`src/rtl/sha256_pkg.sv`:
```
// Shared definitions for the SHA-256 message-schedule sequencer.
//   SCHED_LOAD_WORDS : message words streamed straight through per block (W0..W15)
//   SCHED_ROUNDS     : schedule words emitted per block (W0..W63)
//   SCHED_EXP_WORDS  : words the schedule unit has to compute per block (W16..W63)
//   sched_ctrl_st_t  : sequencer state
package sha256_pkg;

  localparam int SCHED_LOAD_WORDS = 16;
  localparam int SCHED_ROUNDS     = 64;
  localparam int SCHED_EXP_WORDS  = SCHED_ROUNDS - SCHED_LOAD_WORDS;

  typedef enum logic [2:0] {
    ST_IDLE,
    ST_ARM,
    ST_LOAD,
    ST_EXPAND,
    ST_DRAIN,
    ST_FIN
  } sched_ctrl_st_t;

endpackage

```
`src/rtl/sha256_msg_sched_ctrl.sv`:
```
// Sequencer for an external SHA-256 message-schedule unit.
// Streams num_blocks 512-bit blocks in, as 32-bit words, and emits W[0..63] per
// block on a backpressured output stream. The unit is frozen by withholding
// sched_running, so it only ever shifts on a cycle that moves a word.
// Ports:
//   clk, rst                       clock, asynchronous active-high reset
//   start, num_blocks              job request (ignored while busy)
//   busy, done                     job status, done = one-cycle pulse
//   in_data/in_valid/in_ready      message word input stream
//   w_data/w_valid/w_ready         schedule word output stream
//   w_idx, w_last_blk              round index of w_data, final-block flag
//   sched_run/running/in/delay     controls to the schedule unit
//   sched_out                      registered unit output (changes on running only)
module sha256_msg_sched_ctrl #(
  parameter int BLK_W   = 16,
  parameter int DELAY_W = 7
) (
  input  logic               clk,
  input  logic               rst,
  input  logic               start,
  input  logic [BLK_W-1:0]   num_blocks,
  output logic               busy,
  output logic               done,
  input  logic [31:0]        in_data,
  input  logic               in_valid,
  output logic               in_ready,
  output logic [31:0]        w_data,
  output logic               w_valid,
  input  logic               w_ready,
  output logic [5:0]         w_idx,
  output logic               w_last_blk,
  output logic               sched_run,
  output logic               sched_running,
  output logic [31:0]        sched_in,
  output logic [DELAY_W-1:0] sched_delay,
  input  logic [31:0]        sched_out
);
  import sha256_pkg::*;

  sched_ctrl_st_t   st;
  logic [BLK_W-1:0] blk_cnt;
  logic [BLK_W-1:0] nblk;
  logic [5:0]       idx;    // index of the word on the output (LOAD) or held in sched_out
  logic [5:0]       fires;  // expansion shifts issued this block
  logic             pend;   // sched_out holds a word the consumer has not taken yet

  logic in_load, in_exp, in_drain;
  logic fire, out_hs, pend_n;

  assign in_load  = (st == ST_LOAD);
  assign in_exp   = (st == ST_EXPAND);
  assign in_drain = (st == ST_DRAIN);

  // sched_out is the only buffer: shift the unit when it is empty or is being
  // emptied this cycle, giving 1 W/cycle under continuous w_ready.
  assign fire   = in_exp && (fires < 6'(SCHED_EXP_WORDS)) && (!pend || w_ready);
  assign out_hs = w_valid && w_ready;
  assign pend_n = fire || (pend && !w_ready);

  // In LOAD the input and output handshakes are one event, so every word that
  // enters the unit is also seen by the consumer.
  assign w_valid       = in_load ? in_valid : ((in_exp || in_drain) && pend);
  assign w_data        = in_load ? in_data : ((in_exp || in_drain) ? sched_out : '0);
  assign in_ready      = in_load && w_ready;
  assign sched_in      = in_load ? in_data : '0;
  assign sched_running = in_load ? (in_valid && w_ready) : fire;
  assign sched_run     = (st == ST_ARM);
  assign sched_delay   = '0;
  assign busy          = (st != ST_IDLE);
  assign done          = (st == ST_FIN);
  assign w_idx         = idx;
  assign w_last_blk    = busy && (blk_cnt == nblk - BLK_W'(1));

  always_ff @(posedge clk or posedge rst) begin
    if (rst) begin
      st      <= ST_IDLE;
      blk_cnt <= '0;
      nblk    <= '0;
      idx     <= '0;
      fires   <= '0;
      pend    <= 1'b0;
    end else begin
      case (st)
        ST_IDLE: begin
          if (start) begin
            blk_cnt <= '0;
            nblk    <= num_blocks;
            st      <= (num_blocks != '0) ? ST_ARM : ST_FIN;
          end
        end
        // Every block reloads the unit so its load latency restarts cleanly.
        ST_ARM: begin
          idx   <= '0;
          fires <= '0;
          pend  <= 1'b0;
          st    <= ST_LOAD;
        end
        ST_LOAD: begin
          if (in_valid && w_ready) begin
            idx <= idx + 6'd1;
            if (idx == 6'(SCHED_LOAD_WORDS - 1)) st <= ST_EXPAND;
          end
        end
        ST_EXPAND: begin
          pend <= pend_n;
          if (out_hs) idx <= idx + 6'd1;
          if (fire) begin
            fires <= fires + 6'd1;
            if (fires == 6'(SCHED_EXP_WORDS - 1)) st <= ST_DRAIN;
          end
        end
        // Only W63 remains in sched_out; the block ends when it is taken.
        ST_DRAIN: begin
          pend <= pend_n;
          if (out_hs) begin
            idx     <= idx + 6'd1;
            blk_cnt <= blk_cnt + BLK_W'(1);
            st      <= ((blk_cnt + BLK_W'(1)) < nblk) ? ST_ARM : ST_FIN;
          end
        end
        ST_FIN:  st <= ST_IDLE;
        default: st <= ST_IDLE;
      endcase
    end
  end

endmodule

```
`config.mk`:
```
export PLATFORM = sky130hd
export DESIGN_NAME = sha256_msg_sched_ctrl
export DESIGN_NICKNAME = d
export VERILOG_FILES = /design/src/rtl/sha256_pkg.sv /design/src/rtl/sha256_msg_sched_ctrl.sv
export SDC_FILE = /design/constraint.sdc
export NUM_CORES = 1
export LEC_CHECK = 0
export BUFFER_PORTS_ARGS = -buffer_cell sky130_fd_sc_hd__buf_2
export CORE_MARGIN = 2
export CORE_UTILIZATION = 40
export DETAILED_ROUTE_END_ITERATION = 16
export PLACE_DENSITY = 0.66
export SLEW_MARGIN = 10
export SYNTH_ARGS = -nofsm -noshare
export SYNTH_HDL_FRONTEND = slang
export SYNTH_SLANG_ARGS = --single-unit
```
`constraint.sdc`:
```
create_clock -name clk -period 4.1 [get_ports clk]
set_input_delay 0.41 -clock clk [delete_from_list [all_inputs] [get_ports clk]]
set_output_delay 0.41 -clock clk [all_outputs]
set_load 0.1 [all_outputs]
```
==> metrics.md, run 1 <==
| Metric | Value |
|---|---|
| Run status | finished clean |
| Total GRT Usage | 0.2397 |
| Async SR Flop Fraction | 1.000 |
| Post-synth EDFFs | 0 |
| Largest net degree at the start of global routing | between 40 and 50 |
| FF+latch count, synth | 48 |
| Area Growth Syn to Fin | 26.75% |
| Ratio of cells with drive above 1 in the final layout | 0.3087 |
| Hold crit path type | primary input to register |
| Synth area leaders | dfrtp_1, a21o_1, ha_1, and2_1, xnor2_1 |
| Worst path required time | 3.69 ns |
| Skew final | 0.005971 ns |
| Crit-path max FO | 5 |
| Synth cell types | between 50 and 60 |
| Fmax | 302.0 MHz |
| Global route overflow | 0 |
| Number of I/O port buffers | between 150 and 200 |
| Worst-Skew Late Latency | between 0.3 and 0.4 ns |
| Hold Vio Cnt, Final | 0 |
| Final min period | between 3 and 4 ns |
| Dpl hpwl | about 10 mm |
| WS Path Type | register to primary output |
| Crit path buf inv count | 1 |
| Rel. slew slack | 0.3104 |
| Crit path capture type | primary output |
| Ports | approximately 170 |
| Cell Count, Final, Fillers Out | ~740 |
| Worst-margin pin slew | around 1.0 ns |
| Core box area | about 0.0093 mm² |
| Synth Cell Area | between 0.003 and 0.004 mm² |
| TritonCTS clock tree | yes |
| Final count of pins violating max slew | 0 |
| Crit path DAT | 2.90 ns |
| Setup Buffers After CTS | 0 |
| CTS clock-pin slew for the worst setup and hold paths | approximately 0.10 ns |
| Cts bufs inserted | 5 |
| Synth top area share | 0.3135 |
| Wire per inst | roughly 17 µm |
| DRT Pass-1 Iters | 4 |
| DRC viols | 0 |
| Die area | 0.01038 mm² |
| Slowest Stage Delay on Critical Path | approximately 0.48 ns |
| Total Negative Setup Slacks | 0 ns |
| Die width | roughly 100 µm |
| CTS Hold Buffers Added | 0 |
| Clock Sinks | between 40 and 50 |
| Vias | about 4000 |
| Fin crit share | 0.8076 |
| Max-cap violations | 0 |
| Crit path max-delay cell type | nor4_4 |
| Initial antenna violation count | 0 |
| Area leader, netlist | dfrtp_1 |
| Fillers | 924 |
| ANT cells | 0 |
| Root Buffer | clkbuf_8 |
| Mean Syn Cell Area | ~8.4 µm² |
| Dpl cells | 731 |
| Cells after Synth | between 400 and 500 |
| Max H-tree Level | 2 |
| GPL Wtd Cong | 0.8858 |
| Initial DRC Count | approximately 150 |
| Clk buf depth | 2 |
| CP startpoint kind | register |
| Synth Flop Type | dfrtp_1 |
| Top cell family by delay on the critical path | simple AND/OR/NAND/NOR gates |
| # rows | 35 |
| Post-synthesis sequential area ratio | 0.3135 |
| Routed wire length | around 12 mm |
| Chip Height | between 100 and 150 µm |
| Cell Chain, Critical Path | nor4_4 > nand4_4 > nor4b_1 > xnor2_1 > nand4_1 > a2111oi_4 > buf_2 |
| Synth Warn # | 0 |
| Resized cells post-CTS | 0 |
| Via-per-instance ratio | 5.304 |
| Final setup violation count | 0 |
| Vias in the first global route | 3919 |
| Antenna Violating Nets Remaining | 0 |
| Initial Util | 0.4127 |
| Layout net count | slightly above 700 |
| Unrepaired setup endpoints after global routing | false |
| Global-route wire length before repair | 19.34 mm |
[metrics by stage]
step / setup slack [ns] / util / hold WS (ns) / cell area (µm²)
after floorplan: 0.6589 / - / 0.4972 / 3866
after global placement: 1.203 / 0.5092 / 0.5173 / 4727
after detailed placement: 1.058 / 0.5092 / 0.5350 / 4727
after CTS: 0.7734 / 0.5230 / 0.3047 / 4856
after global routing: 0.6122 / 0.5230 / 0.3158 / 4856
final: 0.7888 / 0.5230 / 0.3038 / 4856
[metal layers]
metal | GRT usage | share of wire | vias to the layer above | wire length, µm
li1 | - | - | 1910 | -
met1 | 0.2879 | 0.41 | 1854 | 5127
met2 | 0.4226 | 0.51 | 122 | 6373
met3 | 0.04104 | 0.041 | 28 | 514
met4 | 0.1026 | 0.038 | 0 | 471
met5 | 0 | 0 | - | 0
[layout by cell type (no fill, tap or decap), drive strengths merged, types with 2 or more instances in the layout]
cell type,instances
a21oi,15
nor2,29
nand2,44
nand4,10
o21ai,34
buf,167
nor2b,5
o2111ai,2
a2111oi,4
nor3b,2
ha,20
bufinv,2
dfrtp,48
and3,7
nor4b,3
or3,3
and2,35
nor4,7
conb,7
o31ai,5
a22o,13
clkbuf,5
inv,22
a21o,36
xnor2,20
nand2b,3
nor3,7
nand3,22
xor2,17
[cell type report]
class                      instances  area [µm²]  share of cell area
timing repair buffer             167       850.8              0.1752
clock buffer                       5       68.82             0.01417
inverter                          22       82.58             0.01701
clock inverter                     2       60.06             0.01237
tap                              129       161.4             0.03324
multi-input combinational        365        2431              0.5006
sequential                        48        1201              0.2474
[cell usage after synthesis (2+ instances only)]
cell,instances
nor2b_1,5
or3_1,3
nand2b_1,3
nor2_2,4
a21oi_1,15
o21ai_0,32
and2_1,35
o31ai_1,5
a22o_1,13
buf_2,3
clkbuf_1,11
inv_1,22
o21ai_1,2
xor2_1,17
nor4_1,6
xnor2_1,20
a21o_1,36
nor4b_1,3
o2111ai_1,2
buf_6,2
nor3_1,6
nand2_1,44
dfrtp_1,48
buf_4,9
a2111oi_0,3
ha_1,20
nand3_1,22
nor2_1,25
and3_1,7
nand4_1,9
[worst register-to-register path: stages (launching register included)]
cell	delay, ns
dfrtp_1	0.55
nand4_1	0.17
nor4_1	0.29
buf_4	0.19
nand3_1	0.09
xnor2_1	0.22
ha_1	0.28
a21o_1	0.17
a21o_1	0.16
a2111oi_0	0.49
o31ai_1	0.18
a22o_1	0.26
[flip-flops by register name, summed over array words and instances (netlist names)]
register	count
pend	1
fires	6
blk_cnt	16
st	3
nblk	16
w_idx	6
[cell families after synthesis]
kind of cell    synth area share
compound gates            0.2156
buf+inv                  0.06205
mux                     0.005552
other cells            0.0009788
xor+xnor                 0.08459
simple gates              0.2525
flops                     0.3135
fa+ha+maj                0.06532
[path summary, 6_finish.rpt]
path | to | cells past startpoint | startpoint | slack [ns]
setup reg to reg | st[2] | 11 | blk_cnt[2] | 0.95
max in group asynchronous | blk_cnt[8] | 2 | rst | 3.12
hold / removal | nblk[14] | 3 | num_blocks[14] | 0.30
min in group asynchronous | w_idx[3] | 2 | rst | 0.33
setup / recovery | w_last_blk | 7 | nblk[5] | 0.79
hold reg to reg | w_idx[0] | 1 | w_idx[0] | 0.54
Power of run 1 is not shown: default switching activity piles up to over one toggle a cycle in this logic, so the estimate is an artifact.
==> run 2: changes to the inputs <==
Settings changed: PLACE_DENSITY 0.66 to 0.69.
Clock period 4.1 ns to 2.8 ns, I/O delays scaled along.
==> run 2 against run 1 <==
Net effect:
- register-to-register slack worse by 0.82 ns
- die area unchanged
- sequential cell count unchanged
- critical path depth increased by 1
- largest cell class unchanged
- worst setup slack worse by 0.73 ns
- clock skew is 0.0026 ns higher
- critical path type unchanged
- global-route usage down 1.7 points
- wire length fell by 3.6%
- sequential share of layout area shrank 1.3 points
- utilization up 3.2 points
==> metrics.md, run 2 (same netlist as run 1, synthesis figures left out) <==
| Metric | Value |
|---|---|
| Skew final | 0.008610 ns (was 0.005971 ns) |
| Crit path capture type | primary output (unchanged) |
| RR Startpoint | blk_cnt[1] (was blk_cnt[2]) |
| Fillers | 897 (was 924) |
| Worst r2r dst | st[2] (unchanged) |
| Worst path required time | 2.52 ns (was 3.69 ns) |
| Rel. slew slack | 0.3146 (was 0.3104) |
| Cell Count, Final, Fillers Out | 762 (was 738) |
| Area Growth Syn to Fin | 34.52% (was 26.75%) |
| Final min period | ~2.7 ns |
| Ports | 169 (unchanged) |
| Top flop regs | blk_cnt: 16 flops, nblk: 16 flops (unchanged) |
| TritonCTS clock tree | yes (unchanged) |
| Clock Sinks | 48 (unchanged) |
| Post-DP Area | 0.004885 mm² (was 0.004727 mm²) |
| Hold Vio Cnt, Final | 0 (unchanged) |
| Worst-Skew Late Latency | 0.32 ns (about the same) |
| Initial antenna violation count | 0 (unchanged) |
| Clk buf depth | 2 (unchanged) |
| Die width | 101.9 µm (unchanged) |
| Hold crit path type | primary input to register (unchanged) |
| Global route overflow | 0 (unchanged) |
| Final count of pins violating max slew | 0 (unchanged) |
| DRC viols | 0 (unchanged) |
| Fin crit share | 0.9797 |
| CP startpoint kind | register (unchanged) |
| Number of I/O port buffers | 161 (unchanged) |
| Core box area | 0.009284 mm² (unchanged) |
| Initial Util | 0.4127 (unchanged) |
| ANT cells | 0 (unchanged) |
| Hold wc startpoint | num_blocks[13] (was num_blocks[14]) |
| Via-per-instance ratio | 5.241 (was 5.304) |
| Global-route wire length before repair | 18.20 mm (was 19.34 mm) |
| Final hold slack | 0.1775 ns (was 0.3038 ns) |
| DRT Pass-1 Iters | 6 (was 4) |
| Root Buffer | clkbuf_8 (unchanged) |
| Cell Chain, Critical Path | nor3_2 > buf_4 > nand4_4 > xnor2_1 > nor2_1 > a211o_1 > a2111oi_4 > buf_12 (was nor4_4 > nand4_4 > nor4b_1 > xnor2_1 > nand4_1 > a2111oi_4 > buf_2) |
| Reg2Reg Depth | 10 (was 11) |
| Unrepaired setup endpoints after global routing | true (was false) |
| Total Negative Setup Slacks | 0 ns (unchanged) |
| Cts bufs inserted | 5 (unchanged) |
| Worst-margin pin slew | 1.027 ns (was 1.033 ns) |
| Dpl cells | 746 (was 731) |
| WS Path Type | register to primary output (unchanged) |
| Largest net degree at the start of global routing | 49 (unchanged) |
| Fmax | around 360 MHz |
| Ratio of cells with drive above 1 in the final layout | 0.3602 (was 0.3087) |
| Final setup violation count | 0 (unchanged) |
| Chip Height | 101.9 µm (unchanged) |
| Vias in the first global route | 3718 (was 3919) |
| Dpl hpwl | 9.271 mm (was 10.03 mm) |
| Routed wire length | 12.04 mm (was 12.49 mm) |
| Antenna Violating Nets Remaining | 0 (unchanged) |
| Layout net count | 737 (was 714) |
| # rows | 35 (unchanged) |
| Run status | finished clean (unchanged) |
| Worst reg-to-reg setup slack | 0.13 ns (was 0.95 ns) |
| Vias | 3994 (was 3914) |
| Wire per inst | 15.80 µm (was 16.92 µm) |
| Die area | 0.01038 mm² (unchanged) |
| Initial DRC Count | 281 (was 153) |
| Slowest Stage Delay on Critical Path | 0.47 ns (was 0.48 ns) |
| Total GRT Usage | 0.2230 (was 0.2397) |
| Crit path max-delay cell type | dfrtp_2 (was nor4_4) |
| Most common cell after layout, fill and taps aside | buf_2 (unchanged) |
| Design area | 0.005154 mm² (was 0.004856 mm²) |
| Hold path cells | 3 (unchanged) |
| Crit path DAT | 2.46 ns (was 2.90 ns) |
| Max H-tree Level | 2 (unchanged) |
| CTS Hold Buffers Added | 0 (unchanged) |
| GPL Wtd Cong | 0.9328 (was 0.8858) |
| Most frequent cells in the layout | buf_2, nand2_1, dfrtp_1 (was buf_2, dfrtp_1, nand2_1) |
| CTS clock-pin slew for the worst setup and hold paths | 0.09 ns (was 0.10 ns) |
| Crit-path max FO | 5 (unchanged) |
| Hold Crit Endpoint | nblk[13] (was nblk[14]) |
| Max-cap violations | 0 (unchanged) |
==> run 2: area by class of cell <==
cell class                      instances  area (µm²)  share of cell area
Inverter                               22       82.58             0.01602
Clock inverter                          1       7.507            0.001457
Multi-Input combinational cell        365        2526              0.4902
Sequential cell                        48        1206              0.2340
Clock buffer                            7       86.33             0.01675
Tap cell                              129       161.4             0.03132
Timing Repair Buffer                  190        1084              0.2102
==> run 2: worst max path at each step <==
stage,slack [ns],cells after the start,endpoint,from
3_5_place_dp,0.04,10,st[2],blk_cnt[1]
2_1_floorplan,-0.22,6,w_last_blk,nblk[6]
3_3_place_gp,0.15,10,st[2],blk_cnt[1]
4_1_cts,0.005,7,w_last_blk,nblk[6]
5_1_grt,-0.06,7,w_last_blk,nblk[6]
6_report,0.06,8,w_last_blk,nblk[3]
==> run 2: metrics by stage <==
step                      worst slack, ns  utilization
after floorplan                   -0.2249            -
after global placement             0.1467       0.5261
after detailed placement          0.03998       0.5261
after CTS                        0.004686       0.5426
after global routing             -0.05906       0.5551
final                             0.05698       0.5551
==> run 2: per-layer routing <==
metal / GRT usage / share of wire / vias up
met5: 0 / 0 / -
met4: 0.06462 / 0.016 / 0
met3: 0.02531 / 0.058 / 22
met2: 0.3497 / 0.49 / 137
met1: 0.3262 / 0.43 / 1883
li1: - / - / 1952
==> run 2: what timing repair did <==
item,4_1_cts,5_1_grt
gates resized for setup,9,28
endpoints found under the hold margin,0,0
buffers inserted,5,3
setup endpoints to repair,2,20
pin swaps,4,3
==> run 2: critical path, delay by kind of cell, from the launching register on <==
kind | cells | cell delay [ns]
AO/OA/AOI/OAI | 2 | 0.68
flip-flops | 1 | 0.47
AND/OR/NAND/NOR | 3 | 0.42
buffers and inverters | 2 | 0.38
XOR/XNOR | 1 | 0.18
Power of run 2 is left out for the same reason.
==> run 3: changes to the inputs <==
Settings changed: CTS_BUF_LIST set to sky130_fd_sc_hd__clkbuf_8.
==> run 3 against run 2 <==
Net effect:
- worst hold slack about the same
- register-to-register slack about the same
- die area unchanged
- first-iteration DRC count unchanged
- critical path type unchanged
- largest cell class unchanged
==> metrics.md, run 3 (same netlist as run 1, synthesis figures left out) <==
| Metric | Value |
|---|---|
| Run status | finished clean (unchanged) |
| # rows | 35 (unchanged) |
| Area Growth Syn to Fin | 34.52% (unchanged) |
| Initial Util | 0.4127 (unchanged) |
| Crit path max-delay cell type | dfrtp_2 (unchanged) |
| Top flop regs | blk_cnt: 16 flops, nblk: 16 flops (unchanged) |
| RR Startpoint | blk_cnt[1] (unchanged) |
| Skew final | 0.009055 ns (was 0.008610 ns) |
| Largest net degree at the start of global routing | 49 (unchanged) |
| Vias in the first global route | 3718 (unchanged) |
| TritonCTS clock tree | yes (unchanged) |
| Crit path capture type | primary output (unchanged) |
| Final setup violation count | 0 (unchanged) |
| Chip Height | 101.9 µm (unchanged) |
| Most common cell after layout, fill and taps aside | buf_2 (unchanged) |
| WS Path Type | register to primary output (unchanged) |
| Most frequent cells in the layout | buf_2, nand2_1, dfrtp_1 (unchanged) |
| Worst-Skew Late Latency | 0.32 ns (about the same) |
| GPL Wtd Cong | 0.9328 (unchanged) |
| Rel. slew slack | 0.3154 (was 0.3146) |
| Final min period | 2.744 ns (was 2.743 ns) |
| CP startpoint | nblk[3] (unchanged) |
| Number of I/O port buffers | 161 (unchanged) |
| Antenna Violating Nets Remaining | 0 (unchanged) |
| Fin crit share | 0.9798 (was 0.9797) |
| Hold Vio Cnt, Final | 0 (unchanged) |
| Clock Sinks | 48 (unchanged) |
| Cts bufs inserted | 5 (unchanged) |
| Vias | 3979 (was 3994) |
| Final count of pins violating max slew | 0 (unchanged) |
| Crit path DAT | 2.46 ns (about the same) |
| Initial antenna violation count | 0 (unchanged) |
| Final core area utilization | 0.5551 (unchanged) |
| CP startpoint kind | register (unchanged) |
| Wire per inst | 15.75 µm (was 15.80 µm) |
| DRC viols | 0 (unchanged) |
| Initial DRC Count | 281 (unchanged) |
| Total GRT Usage | 0.2230 (unchanged) |
| Reg2Reg Depth | 10 (unchanged) |
| Routed wire length | 12.00 mm (was 12.04 mm) |
| Clk buf depth | 2 (unchanged) |
| Final hold slack | 0.1777 ns (was 0.1775 ns) |
| Most Crowded Layer GR | met2 (unchanged) |
| Ratio of cells with drive above 1 in the final layout | 0.3602 (unchanged) |
| Unrepaired setup endpoints after global routing | true (unchanged) |
| Via-per-instance ratio | 5.222 (was 5.241) |
| ANT cells | 0 (unchanged) |
| Worst path required time | 2.52 ns (about the same) |
| Global-route wire length before repair | 18.20 mm (unchanged) |
| Total Negative Setup Slacks | 0 ns (unchanged) |
| Fmax | 364.5 MHz (was 364.6 MHz) |
| Die area | 0.01038 mm² (unchanged) |
| Hold path cells | 3 (unchanged) |
| Crit-path max FO | 5 (unchanged) |
| Dpl hpwl | 9.271 mm (unchanged) |
| Max H-tree Level | 2 (unchanged) |
| Slowest Stage Delay on Critical Path | 0.47 ns (about the same) |
| Hold wc startpoint | num_blocks[13] (unchanged) |
| Worst-margin pin slew | 1.025 ns (was 1.027 ns) |
| CTS clock-pin slew for the worst setup and hold paths | 0.09 ns (about the same) |
| Core box area | 0.009284 mm² (unchanged) |
| DRT Pass-1 Iters | 4 (was 6) |
| Die width | 101.9 µm (unchanged) |
| Global route overflow | 0 (unchanged) |
| Root Buffer | clkbuf_8 (unchanged) |
| Met2 Track Usage GR | 0.3497 (unchanged) |
| Hold crit path type | primary input to register (unchanged) |
| Layout net count | 737 (unchanged) |
| Max-cap violations | 0 (unchanged) |
| Met3 usage | 0.02531 (unchanged) |
| Ports | 169 (unchanged) |
| Cell Chain, Critical Path | nor3_2 > buf_4 > nand4_4 > xnor2_1 > nor2_1 > a211o_1 > a2111oi_4 > buf_12 (unchanged) |
| GR Util met1 | 0.3262 (unchanged) |
## run 3: changes by cell type in the layout (fill, tap and decap cells not counted)
cell	before	now
clkbuf_1	1	0
inv_1	20	21
## run 3: layout make-up
type | count | area, µm²
clock buffers | 6 | 82.58
clock inverters | 2 | 11.26
fillers | 897 | 4130
inverters | 22 | 82.58
multi-input cells | 365 | 2526
flip-flops and latches | 48 | 1206
well taps | 129 | 161.4
repair buffers | 190 | 1084
## run 3: per-stage QoR
step	cell area [µm²]	std cells	setup slack, ns
2_1_floorplan	3896	462	-0.2249
3_3_place_gp	4885	746	0.1467
3_5_place_dp	4885	746	0.03998
4_1_cts	5037	759	0.004686
5_1_grt	5154	762	-0.05906
6_report	5154	762	0.05644
## run 3: repair_timing
item / in CTS / in global routing
endpoints found under the hold margin: 0 / 0
gates resized for setup: 9 / 28
setup buffers: 5 / 3
pin swaps: 4 / 3
hold buffers: 0 / 0
setup endpoints to repair: 2 / 20
## run 3: per-layer routing
layer,vias up,share of wire
met4,0,0.016
met5,-,0
met2,135,0.49
li1,1954,-
met1,1874,0.44
met3,16,0.054
## run 3: worst paths after layout
check                           slack (ns)    endpoint
worst max-delay path                  0.06  w_last_blk
worst min-delay path                  0.18    nblk[13]
worst max register to register        0.13       st[2]
worst min register to register        0.54  blk_cnt[1]
max in group asynchronous             1.89     nblk[6]
min in group asynchronous             0.20    w_idx[0]
## run 3: worst max-delay path, delay by kind of cell, from the launching register on
| family | cells | cell delay [ns] |
|---|---|---|
| XOR/XNOR | 1 | 0.18 |
| buffers and inverters | 2 | 0.38 |
| AO/OA/AOI/OAI | 2 | 0.68 |
| flip-flops | 1 | 0.47 |
| AND/OR/NAND/NOR | 3 | 0.42 |
Power of run 3 is left out for the same reason.
